<file path="src/rtl/fetch_pkg.sv">
// fetch_pkg: shared types and constants for the instruction fetch stage.
//   fetch_entry_t  - one decoded-side buffer entry {instr, pc_plus4}
//   RESET_PC_DEFAULT, OP_MSB/OP_LSB (opcode slice used by decode), WORD_BYTES
//   word_align()   - clears the byte-offset bits of an address
package fetch_pkg;

  typedef struct packed {
    logic [31:0] instr;
    logic [31:0] pc_plus4;
  } fetch_entry_t;

  localparam logic [31:0] RESET_PC_DEFAULT = 32'h0000_0000;
  localparam int          OP_MSB           = 31;
  localparam int          OP_LSB           = 26;
  localparam logic [31:0] WORD_BYTES       = 32'd4;

  // Instruction addresses are always word aligned; the low two bits are dropped.
  function automatic logic [31:0] word_align(input logic [31:0] addr);
    return addr & ~(WORD_BYTES - 32'd1);
  endfunction

endpackage

</file>
<file path="src/rtl/fetch_unit_fifo.sv">
// fetch_fifo: small synchronous FIFO used for both the instruction buffer and
// the in-order pc+4 tag queue of the fetch stage.
//   clk, reset  - clock / synchronous active-high reset (empties the FIFO)
//   push, din   - write din when push (dropped if full without a same-cycle pop)
//   pop, dout   - dout shows the head entry; pop removes it (ignored when empty)
//   flush       - empties the FIFO; same-cycle push/pop are discarded
//   count       - number of stored entries; full / empty status flags
// DEPTH must be a power of two so the pointers wrap naturally.
module fetch_fifo #(
  parameter int DEPTH = 2,
  parameter int WIDTH = 64,
  localparam int PTR_W = (DEPTH > 1) ? $clog2(DEPTH) : 1,
  localparam int CNT_W = $clog2(DEPTH + 1)
) (
  input  logic             clk,
  input  logic             reset,
  input  logic             push,
  input  logic             pop,
  input  logic             flush,
  input  logic [WIDTH-1:0] din,
  output logic [WIDTH-1:0] dout,
  output logic [CNT_W-1:0] count,
  output logic             full,
  output logic             empty
);

  logic [WIDTH-1:0] mem [DEPTH];
  logic [PTR_W-1:0] wr_ptr_reg;
  logic [PTR_W-1:0] rd_ptr_reg;
  logic [CNT_W-1:0] count_reg;
  logic             do_push;
  logic             do_pop;

  assign count   = count_reg;
  assign full    = (count_reg == CNT_W'(DEPTH));
  assign empty   = (count_reg == '0);
  assign do_pop  = pop && !empty;
  // A full FIFO can still accept a write when the head leaves in the same cycle.
  assign do_push = push && (!full || do_pop);
  assign dout    = mem[rd_ptr_reg];

  // Storage has no reset so it can map onto plain RAM.
  always_ff @(posedge clk) begin
    if (do_push && !flush && !reset) begin
      mem[wr_ptr_reg] <= din;
    end
  end

  always_ff @(posedge clk) begin
    if (reset || flush) begin
      wr_ptr_reg <= '0;
      rd_ptr_reg <= '0;
      count_reg  <= '0;
    end else begin
      if (do_push) wr_ptr_reg <= wr_ptr_reg + 1'b1;
      if (do_pop)  rd_ptr_reg <= rd_ptr_reg + 1'b1;
      case ({do_push, do_pop})
        2'b10:   count_reg <= count_reg + 1'b1;
        2'b01:   count_reg <= count_reg - 1'b1;
        default: count_reg <= count_reg;
      endcase
    end
  end

endmodule

</file>
<file path="src/rtl/fetch_unit.sv">
// fetch_unit: instruction fetch stage.
// Keeps the PC, issues word reads over a valid/ready request channel, collects
// in-order responses into a small buffer and hands {instr, pc+4} to decode.
// Redirects from execute restart fetch at a new PC, flushing the buffer and
// discarding responses that are still in flight.
//   imem_req_valid/ready, imem_addr   - request channel (imem_addr = PC)
//   imem_rsp_valid, imem_rsp_data     - in-order responses, latency >= 1
//   redirect_valid, redirect_pc       - restart fetch (low two bits ignored)
//   id_valid/ready, id_instr, id_pc_plus4 - buffer head towards decode
module fetch_unit
  import fetch_pkg::*;
#(
  parameter logic [31:0] RESET_PC  = RESET_PC_DEFAULT,
  parameter int          BUF_DEPTH = 2
) (
  input  logic        clk,
  input  logic        reset,
  output logic        imem_req_valid,
  input  logic        imem_req_ready,
  output logic [31:0] imem_addr,
  input  logic        imem_rsp_valid,
  input  logic [31:0] imem_rsp_data,
  input  logic        redirect_valid,
  input  logic [31:0] redirect_pc,
  output logic        id_valid,
  input  logic        id_ready,
  output logic [31:0] id_instr,
  output logic [31:0] id_pc_plus4
);

  localparam int CNT_W = $clog2(BUF_DEPTH + 1);
  localparam int OCC_W = CNT_W + 1;

  logic [31:0]      pc_reg;
  logic [31:0]      pc_next;
  logic [CNT_W-1:0] drop_reg;
  logic [CNT_W-1:0] drop_next;

  logic [31:0]      pc_plus4;
  logic [CNT_W-1:0] inflight;
  logic [CNT_W-1:0] inflight_after;
  logic [CNT_W-1:0] buf_count;
  logic [OCC_W-1:0] occupancy;
  logic             tag_full;
  logic             tag_empty;
  logic             buf_full;
  logic             buf_empty;
  logic [31:0]      tag_head;
  fetch_entry_t     buf_din;
  fetch_entry_t     buf_head;
  logic             accept;
  logic             rsp_fire;
  logic             buf_push;
  logic             buf_pop;

  assign pc_plus4  = pc_reg + WORD_BYTES;
  // Buffered plus outstanding fetches never exceed the buffer size, so every
  // response has a guaranteed slot.
  assign occupancy = {1'b0, inflight} + {1'b0, buf_count};

  assign imem_req_valid = !reset && !redirect_valid && (occupancy < OCC_W'(BUF_DEPTH));
  assign imem_addr      = pc_reg;
  assign accept         = imem_req_valid && imem_req_ready;

  // A response with no matching outstanding request (issued before a reset)
  // is ignored.
  assign rsp_fire = imem_rsp_valid && !tag_empty;
  assign buf_push = rsp_fire && (drop_reg == '0);
  assign buf_pop  = id_valid && id_ready;
  assign buf_din  = '{instr: imem_rsp_data, pc_plus4: tag_head};

  assign inflight_after = inflight + CNT_W'(accept) - CNT_W'(rsp_fire);

  assign id_valid    = !reset && !buf_empty;
  assign id_instr    = id_valid ? buf_head.instr    : '0;
  assign id_pc_plus4 = id_valid ? buf_head.pc_plus4 : '0;

  // The tag queue occupancy is the number of requests in flight; each entry
  // remembers pc+4 of its request so responses need not carry the address.
  fetch_fifo #(
    .DEPTH (BUF_DEPTH),
    .WIDTH (32)
  ) u_tag_fifo (
    .clk   (clk),
    .reset (reset),
    .push  (accept),
    .pop   (rsp_fire),
    .flush (1'b0),
    .din   (pc_plus4),
    .dout  (tag_head),
    .count (inflight),
    .full  (tag_full),
    .empty (tag_empty)
  );

  fetch_fifo #(
    .DEPTH ($bits(fetch_entry_t) > 0 ? BUF_DEPTH : 1),
    .WIDTH ($bits(fetch_entry_t))
  ) u_buf_fifo (
    .clk   (clk),
    .reset (reset),
    .push  (buf_push),
    .pop   (buf_pop),
    .flush (redirect_valid),
    .din   (buf_din),
    .dout  (buf_head),
    .count (buf_count),
    .full  (buf_full),
    .empty (buf_empty)
  );

  always_comb begin
    pc_next   = pc_reg;
    drop_next = drop_reg;
    if (redirect_valid) begin
      // Everything still outstanding after this cycle belongs to the old path.
      pc_next   = word_align(redirect_pc);
      drop_next = inflight_after;
    end else begin
      if (rsp_fire && (drop_reg != '0)) drop_next = drop_reg - 1'b1;
      if (accept) pc_next = pc_plus4;
    end
  end

  always_ff @(posedge clk) begin
    if (reset) begin
      pc_reg   <= RESET_PC;
      drop_reg <= '0;
    end else begin
      pc_reg   <= pc_next;
      drop_reg <= drop_next;
    end
  end

  // The credit rule must make overflow of either queue impossible.
  always_ff @(posedge clk) begin
    if (!reset) begin
      assert (!(buf_push && !redirect_valid && buf_full && !buf_pop));
      assert (!(accept && tag_full && !rsp_fire));
    end
  end

endmodule
</file>
<file path="config.mk">
export PLATFORM = sky130hd
export DESIGN_NAME = fetch_unit
export DESIGN_NICKNAME = d
export VERILOG_FILES = /design/src/rtl/fetch_pkg.sv /design/src/rtl/fetch_unit_fifo.sv /design/src/rtl/fetch_unit.sv
export SDC_FILE = /design/constraint.sdc
export NUM_CORES = 1
export LEC_CHECK = 0
export ABC_AREA = 0
export ABC_CLOCK_PERIOD_IN_PS = 10260
export BUFFER_PORTS_ARGS = -buffer_cell sky130_fd_sc_hd__buf_4
export CAP_MARGIN = 0
export CORE_MARGIN = 2
export CORE_UTILIZATION = 35
export CTS_CLUSTER_SIZE = 10
export DETAILED_ROUTE_END_ITERATION = 8
export PLACE_DENSITY = 0.59
export SLEW_MARGIN = 40
export SYNTH_ARGS = -nofsm -noshare
export SYNTH_HDL_FRONTEND = slang
export SYNTH_HIERARCHICAL = 1
export SYNTH_SLANG_ARGS = --single-unit
</file>
<file path="constraint.sdc">
create_clock -name clk -period 10.26 [get_ports clk]
set_clock_uncertainty 0.1 [all_clocks]
set_input_delay 0.513 -clock clk [delete_from_list [all_inputs] [get_ports clk]]
set_output_delay 0.513 -clock clk [all_outputs]
set_load 0.005 [all_outputs]
</file>
==> impl_metrics.csv, run 1 <==
group,metric,value,unit
setup_path,critPathCaptureType,"register",
layout,drive_gt1_share,34.3,%
power_and_ir_drop,p_per_area,160,nW/um^2
grt,grt_max_degree,67,
clock_network,cts_root_buffer,"clkbuf_16",
yosys,syn_avg_cell_area,14.0,sq um
layout,fin_util,43.3,%
layout,layout-area-overhead-vs-synth,22.9,%
layout,regArea,6610,sq um
timing,finalSetupViolCount,0,
floorplan,floorplan.initialDensity,35.3,%
timing,fmax,283,MHz
clock_network,clockBufferDepth,3,
layout,final_area,12700,sq um
run_status,status,"complete, no violations",
setup_path,r2r_cells,8,
min_path,min_to,"u_buf_fifo/mem[1][53]",
clock_network,cts-htree-levels,1,
clock_network,cts_hold_buf,0,
layout,diodes,0,
min_path,worstHoldPathType,"in -> reg",
timing,finalMaxSlewViolations,0,
layout,nFillCells,2798,
yosys,syn_inst,741,
setup_path,crit_arrival,3.58,ns
power_and_ir_drop,power_leakage,4.60,nW
power_and_ir_drop,ir_drop,0.114,mV
placement,finalWeightedCongestion,0.837,
setup_path,crit_required,10.31,ns
placement,dp_hpwl,13800,um
setup_path,critical_path_class,"reg -> reg",
layout,largest_register_ff_count,128,
timing,slew_headroom,52.3,%
timing,fin_crit,3.53,ns
setup_path,r2r_end,"u_tag_fifo/mem[0][20]",
setup_path,reg2reg_from,"u_tag_fifo/count[0]",
floorplan,fp.dieW,176,um
clock_network,cts_sinks,234,
clock_network,path_clk_slew,0.06,ns
grt,grt_first_pass_wirelength,34700,um
grt,first_global_vias,6369,
grt,grt_remaining_overflow,0,
clock_network,cts_made_buffers,28,
setup_path,regToRegSetupSlack,6.73,ns
placement,dpl_cell_area,11900,sq um
grt,grtUsageTotal,14.1,%
floorplan,coreArea,29400,sq um
layout,final_cell_mix,"edfxtp_1 (192), buf_4 (168), mux2_2 (95)",
job,cap_violations,0,
floorplan,ios,168,
routing,wl_per_cell,16.8,um
placement,port_buffers,163,
routing,drc_errors,0,
routing,drt-pass1-iter-count,4,
layout,final_common_cell,"edfxtp_1",
timing,finalCritPeriodShare,34.4,%
yosys,ys_warn_count,6,
placement,place_inst,1270,
layout,final_nets,985,
layout,largest-register,"u_buf_fifo/mem",
setup_path,cp-start-kind,"register",
timing,rsz0062_at_grt,"no",
grt,antenna_found_initial,0,
routing,num_vias,6360,
timing,tightestPinTransition,0.709,ns
layout,multiInputGateArea,3480,sq um
timing,hold_viol,0,
routing,finalWirelength,22200,um
setup_path,path_max_fanout,32,
clock_network,cts_tree,"built",
min_path,min_from,"imem_rsp_data[21]",
routing,ant_nets,0,
layout,final_cells,1322,
floorplan,dieArea,31000,sq um
clock_network,cts_resized,0,
routing,via_per_inst,4.81,
timing,fin_setup_tns,0,ns
yosys,synth_area,10400,sq um
min_path,hold-path-cell-count,1,
clock_network,cts_setup_buffers,0,
floorplan,rows,63,
timing,whs,0.0632,ns
clock_network,clock_latency,0.54,ns
routing,drtIter0Drc,257,
floorplan,die_h,176,um
==> stage by stage <==
| stage | power, mW | setup WS [ns] |
|---|---|---|
| after detailed placement | 1.15 | 6.55 |
| after global placement | 1.15 | 6.58 |
| after CTS | 2.06 | 6.51 |
| after floorplan | 1.11 | 1.56 |
| final | 2.03 | 6.73 |
| after global routing | 2.11 | 6.44 |
==> how the worst max path moves through the flow <==
stage	startpoint	to	slack, ns	depth (start not counted)
floorplan	reset	u_buf_fifo/mem[1][0]	1.56	6
global placement	u_tag_fifo/count[0]	u_tag_fifo/mem[0][30]	6.58	8
detailed placement	u_tag_fifo/count[0]	u_tag_fifo/mem[0][18]	6.55	8
CTS	u_tag_fifo/count[0]	u_tag_fifo/mem[0][20]	6.51	8
global route	u_tag_fifo/count[0]	u_tag_fifo/mem[0][20]	6.44	8
finish	u_tag_fifo/count[0]	u_tag_fifo/mem[0][20]	6.73	8
==> critical path: stages, from the launching register on <==
cell and delay [ns]:
dfxtp_1 0.48, and2_1 0.18, fa_1 0.47, nor3b_2 0.54, nand2b_1 0.10, buf_4 0.23
inv_2 0.25, o21ai_2 0.14, and2b_4 0.62
==> power breakdown <==
part	internal, mW	switching (mW)
sequential	1.03	0.0168
combinational	0.0430	0.0406
clock	0.539	0.360
==> per-layer routing <==
metal | vias to the layer above | routed length, um | global-route usage (%)
met2 | 176 | 10200 | 22.8
met5 | - | 0 | 0
met1 | 3075 | 10300 | 19.3
met4 | 0 | 418 | 3.99
met3 | 32 | 1340 | 2.89
li1 | 3077 | - | -
==> final cells by class <==
cell class | instances | area share [%]
Multi-Input combinational cell | 467 | 27.3
Tap cell | 390 | 3.83
Sequential cell | 234 | 51.9
Timing Repair Buffer | 171 | 10.2
Inverter | 8 | 0.236
Clock buffer | 50 | 6.48
Clock inverter | 2 | 0.0884
(Power assumes the default switching activity.)
==> inputs of run 2 (changes only) <==
Settings changed: ABC_AREA 0 to 1, ABC_CLOCK_PERIOD_IN_PS 10260 to 3200, PLACE_DENSITY 0.59 to 0.61.
Clock period 10.26 ns to 3.2 ns, I/O delays scaled along.
==> run 2 against run 1 <==
  * Die area grew 1.0%
  * Wire length grew 7.1%
  * Sequential share of layout area shrank 4.0 points
  * Register-to-register slack lost 6.5 ns
  * Sequential cell count is the same
  * Count of clock-buffer cells in the layout is the same
  * Setup slack lost 6.5 ns
  * Via count grew 12%
  * Sequential power grew to 3.2 times the previous value
  * Total power grew to 3.2 times the previous value
  * Global-route usage grew 1.1 points
  * Maximum frequency grew 21%
==> impl_metrics.csv, run 2 <==
group,metric,value,unit
run_status,status,"complete, no violations",
layout,layout-area-overhead-vs-synth,31.9,%
clock_network,cts_setup_buffers,0,
min_path,worstHoldPathType,"in -> reg",
setup_path,cp-start-kind,"register",
floorplan,coreArea,29600,sq um
power_and_ir_drop,power_leakage,5.54,nW
timing,worst_slack,0.271,ns
routing,num_vias,7112,
timing,finalSetupViolCount,0,
placement,dpl_cell_area,12300,sq um
setup_path,crit_top_cell,"nand2_1",
clock_network,cts_tree,"built",
timing,finalMaxSlewViolations,0,
setup_path,critPathCaptureType,"register",
setup_path,critical_path_class,"reg -> reg",
placement,finalWeightedCongestion,0.830,
setup_path,slowest_stage,"dlygate4sd3_1",
floorplan,die_h,177,um
floorplan,ios,168,
placement,port_buffers,163,
setup_path,path_max_fanout,17,
layout,largest-register,"u_buf_fifo/mem",
floorplan,rows,63,
clock_network,cts_sinks,234,
routing,drc_errors,0,
setup_path,crit_arrival,3.25,ns
layout,largest_register_ff_count,128,
layout,multiInputGateArea,3240,sq um
setup_path,r2r_cells,12,
yosys,syn_avg_cell_area,11.3,sq um
setup_path,max_stage_delay,0.54,ns
job,cap_violations,0,
setup_path,regToRegSetupSlack,0.27,ns
min_path,min_from,"redirect_valid",
routing,finalWirelength,23800,um
min_path,min_to,"imem_addr[17]",
routing,via_per_inst,4.46,
timing,hold_viol,0,
min_path,hold-path-cell-count,5,
grt,grt_first_pass_wirelength,37500,um
clock_network,path_clk_slew,0.06,ns
placement,place_inst,1471,
timing,slew_headroom,51.8,%
power_and_ir_drop,ir_drop,0.355,mV
routing,wl_per_cell,14.9,um
floorplan,floorplan.initialDensity,35.4,%
yosys,syn_inst,928,
layout,diodes,0,
grt,first_global_vias,7056,
placement,dp_hpwl,16200,um
setup_path,r2r_end,"imem_addr[6]",
floorplan,fp.dieW,177,um
routing,drtIter0Drc,454,
power_and_ir_drop,p_per_area,473,nW/um^2
grt,grt_max_degree,65,
setup_path,cp_cell_sequence,"nand2_1 -> inv_1 -> fa_1 -> nor2_1 -> nand4_1 -> nand2_2 -> inv_2 -> nand2_1 -> nand3_1 -> nand2_1 -> dlygate4sd3_1 -> inv_1",
timing,tightestPinTransition,0.723,ns
grt,antenna_found_initial,0,
layout,nFillCells,2737,
setup_path,crit_required,3.52,ns
routing,ant_nets,0,
timing,fmax,341,MHz
yosys,ys_warn_count,6,
layout,final_nets,1258,
clock_network,cts_made_buffers,28,
layout,drive_gt1_share,28.8,%
placement,pre_cts_ws,0.459,ns
clock_network,cts-htree-levels,1,
grt,grtUsageTotal,15.3,%
clock_network,cts_root_buffer,"clkbuf_16",
floorplan,dieArea,31300,sq um
layout,final_common_cell,"edfxtp_1",
layout,final_area,13800,sq um
grt,grt_remaining_overflow,0,
routing,drt-pass1-iter-count,5,
layout,final_cell_mix,"edfxtp_1 (192), nand2_1 (174), buf_4 (172)",
timing,rsz0062_at_grt,"no",
clock_network,cts_resized,0,
yosys,synth_area,10500,sq um
clock_network,clock_latency,0.53,ns
setup_path,reg2reg_from,"u_tag_fifo/count[0]",
timing,fin_crit,2.93,ns
clock_network,clockBufferDepth,3,
timing,fin_setup_tns,0,ns
layout,regArea,6610,sq um
timing,finalCritPeriodShare,91.5,%
layout,final_cells,1595,
run 2: where the power goes:
group	switching, mW	internal, mW	leakage, nW
Clock	1.15	1.68	0.391
Sequential	0.0438	3.32	2.07
Combinational	0.163	0.190	3.08
Total	1.35	5.19	5.54
run 2: cell type report:
type                       instances  area share (%)
timing repair buffer             251            15.6
tap                              390            3.53
sequential                       234            47.8
clock buffer                      50            5.82
inverter                         138            3.75
multi-input combinational        530            23.4
clock inverter                     2          0.0996
run 2: stage by stage:
| stage | hold WS [ns] | total power, mW | utilization [%] |
|---|---|---|---|
| 4_1_cts | 0.0364 | 6.63 | 46.8 |
| 6_report | 0.0642 | 6.54 | 46.8 |
| 3_5_place_dp | 0.249 | 3.71 | 41.6 |
| 3_3_place_gp | 0.246 | 3.70 | 41.6 |
| 5_1_grt | 0.0766 | 6.80 | 46.8 |
| 2_1_floorplan | 0.159 | 3.54 | - |
run 2: worst max-delay path by stage:
stage,startpoint,to,slack (ns)
5_1_grt,u_tag_fifo/count[0],imem_addr[6],0.03
4_1_cts,u_tag_fifo/count[0],imem_addr[6],0.26
3_3_place_gp,u_tag_fifo/count[0],u_tag_fifo/mem[0][7],0.49
6_report,u_tag_fifo/count[0],imem_addr[6],0.27
2_1_floorplan,u_buf_fifo/count[1],u_buf_fifo/mem[0][0],0.11
3_5_place_dp,u_tag_fifo/count[0],u_tag_fifo/mem[0][7],0.46
run 2: critical path, delay by kind of cell (launching register included):
family / cells / cell delay, ns
adders and majority gates: 1 / 0.41
buffers and inverters: 4 / 0.88
DFF: 1 / 0.46
and+or+nand+nor: 7 / 0.97
run 2: routing by layer:
| layer | GRT usage [%] | up-vias | share of wire, % |
|---|---|---|---|
| met5 | 0 | - | 0 |
| met2 | 26.6 | 180 | 48 |
| met3 | 2.19 | 35 | 4.8 |
| met1 | 20.0 | 3323 | 45 |
| li1 | - | 3574 | - |
| met4 | 3.75 | 0 | 1.6 |
run 2: repair_timing:
action,CTS,global route
setup endpoints to repair,0,0
hold buffers,72,0
hold endpoints to repair,94,0
==> inputs of run 3 (changes only) <==
Settings changed: CORE_ASPECT_RATIO set to 1.2.
==> run 3 against run 2 <==
  * Sequential cell count did not move
  * Largest power group unchanged
  * Hold slack got worse by 0.016 ns
  * Utilization rose by 0.21 points
  * Setup slack improved by 0.045 ns
  * Sequential power barely moved
==> impl_metrics.csv, run 3 (synthesis gave the netlist of run 2 again) <==
group,metric,value,unit
timing,tightestPinTransition,0.721,ns
setup_path,r2r_end,"imem_addr[15]",
setup_path,critical_path_class,"reg -> reg",
timing,finalMaxSlewViolations,0,
setup_path,slowest_stage,"dlygate4sd3_1",
placement,dpl_cell_area,12300,sq um
setup_path,cp_cell_sequence,"nand2_1 -> inv_1 -> fa_1 -> nor2_1 -> nand4_1 -> nand2_4 -> inv_2 -> nand2_1 -> nand2_1 -> inv_1 -> a21oi_1 -> dlygate4sd3_1",
setup_path,max_stage_delay,0.57,ns
clock_network,path_clk_slew,0.06,ns
clock_network,cts_root_buffer,"clkbuf_16",
timing,rsz0062_at_grt,"yes",
routing,drc_errors,0,
power_and_ir_drop,p_sw_share,20.7,%
timing,slew_headroom,51.9,%
setup_path,path_max_fanout,17,
clock_network,cts-htree-levels,1,
timing,whs,0.0482,ns
timing,fin_crit,2.88,ns
floorplan,die_h,194,um
routing,finalWirelength,23600,um
routing,drt-pass1-iter-count,4,
setup_path,crit_arrival,3.18,ns
setup_path,r2r_cells,12,
layout,largest_register_ff_count,128,
grt,grt_max_degree,65,
layout,final_area,13900,sq um
min_path,worstHoldPathType,"in -> reg",
placement,pre_cts_ws,0.535,ns
timing,worst_slack,0.315,ns
power_and_ir_drop,ir_drop,0.334,mV
clock_network,cts_setup_buffers,0,
grt,antenna_found_initial,0,
min_path,hold-path-cell-count,5,
min_path,min_from,"redirect_pc[26]",
timing,finalSetupViolCount,0,
layout,drive_gt1_share,28.2,%
routing,via_per_inst,4.47,
setup_path,cp-start-kind,"register",
power_and_ir_drop,power,6.41,mW
routing,drtIter0Drc,345,
min_path,min_to,"imem_addr[26]",
setup_path,critPathCaptureType,"register",
setup_path,regToRegSetupSlack,0.32,ns
power_and_ir_drop,p_clk_share,41.9,%
floorplan,floorplan.initialDensity,35.5,%
setup_path,crit_top_cell,"nand2_1",
clock_network,clockBufferDepth,3,
layout,layout-area-overhead-vs-synth,32.4,%
setup_path,cp_num_buf_inv,4,
timing,hold_viol,0,
setup_path,reg2reg_from,"u_tag_fifo/count[0]",
timing,finalCritPeriodShare,90.1,%
setup_path,critPathTopFamily,"simple AND/OR/NAND/NOR gates",
clock_network,clock_latency,0.52,ns
power_and_ir_drop,p_int,5.09,mW
grt,first_global_vias,7162,
placement,finalWeightedCongestion,0.861,
floorplan,rows,69,
power_and_ir_drop,power_leakage,5.59,nW
placement,port_buffers,163,
placement,dp_hpwl,15900,um
floorplan,ios,168,
floorplan,dieArea,31300,sq um
routing,wl_per_cell,14.7,um
power_and_ir_drop,p_switching,1.33,mW
power_and_ir_drop,comb_power_share,5.7,%
setup_path,crit_required,3.50,ns
grt,grt_first_pass_wirelength,37000,um
floorplan,coreArea,29500,sq um
clock_network,cts_made_buffers,27,
routing,ant_nets,0,
layout,largest-register,"u_buf_fifo/mem",
grt,grtUsageTotal,14.7,%
floorplan,fp.dieW,162,um
layout,final_common_cell,"edfxtp_1",
layout,final_cell_mix,"edfxtp_1 (192), nand2_1 (174), buf_4 (168)",
layout,final_cells,1601,
layout,diodes,0,
routing,num_vias,7153,
layout,final_nets,1266,
power_and_ir_drop,p_seq_share,52.4,%
run_status,status,"complete, no violations",
timing,fmax,347,MHz
placement,place_inst,1468,
power_and_ir_drop,p_per_area,462,nW/um^2
job,cap_violations,0,
clock_network,cts_sinks,234,
clock_network,cts_tree,"built",
grt,grt_remaining_overflow,0,
## run 3: cell types whose count changed in the layout (fill, tap and decap cells not counted), sizes merged
cell         delta
buf             -3
clkbuf          -3
clkinv          +1
dlygate4sd3    +12
inv             -1
## run 3: timing repair
| item | 4_1_cts | 5_1_grt |
|---|---|---|
| endpoints found under the setup margin | 0 | 9 |
| gates resized for setup | 0 | 2 |
| endpoints found under the hold margin | 97 | 0 |
| hold buffers | 84 | 0 |
## run 3: power by group through the flow
stage / combinational [mW] / clock, mW / sequential, mW
2_1_floorplan: 0.129 / 0 / 3.41
3_3_place_gp: 0.276 / 0 / 3.42
3_5_place_dp: 0.283 / 0 / 3.42
4_1_cts: 0.367 / 2.76 / 3.36
5_1_grt: 0.405 / 2.89 / 3.36
6_report: 0.367 / 2.69 / 3.36
## run 3: final cells by class
type / instances / area [sq um]
fillers: 2754 / 15700
flip-flops and latches: 234 / 6610
multi-input cells: 530 / 3240
repair buffers: 260 / 2250
clock buffers: 47 / 751
inverters: 138 / 518
well taps: 390 / 488
clock inverters: 2 / 8.76
## run 3: worst max path at each step
stage | endpoint | startpoint | depth (start not counted)
global placement | u_buf_fifo/mem[0][53] | u_tag_fifo/count[1] | 8
CTS | imem_addr[15] | u_tag_fifo/count[0] | 12
global route | imem_addr[15] | u_tag_fifo/count[0] | 12
finish | imem_addr[15] | u_tag_fifo/count[0] | 12
floorplan | u_buf_fifo/mem[0][0] | u_buf_fifo/count[1] | 10
detailed placement | u_buf_fifo/mem[0][53] | u_tag_fifo/count[1] | 8
## run 3: metrics by stage
stage	TNS (ns)	util, %
finish	0	47.0
global route	-0.00218	47.0
CTS	0	46.9
detailed placement	0	41.5
global placement	0	41.5
floorplan	0	-
## run 3: worst min-delay path: stages
cell	delay, ns
buf_4	0.08
nand2_1	0.09
o21ai_0	0.12
inv_1	0.05
a21oi_1	0.12
## run 3: layer usage
layer  vias up  wire, um  global-route usage, %  part of all wire (%)
met1      3376      9940                   17.8                    42
met4         0       672                   5.01                   2.9
met2       160     11900                   26.4                    51
met3        36      1020                   2.19                   4.3
met5         -         0                      0                     0
li1       3581         -                      -                     -
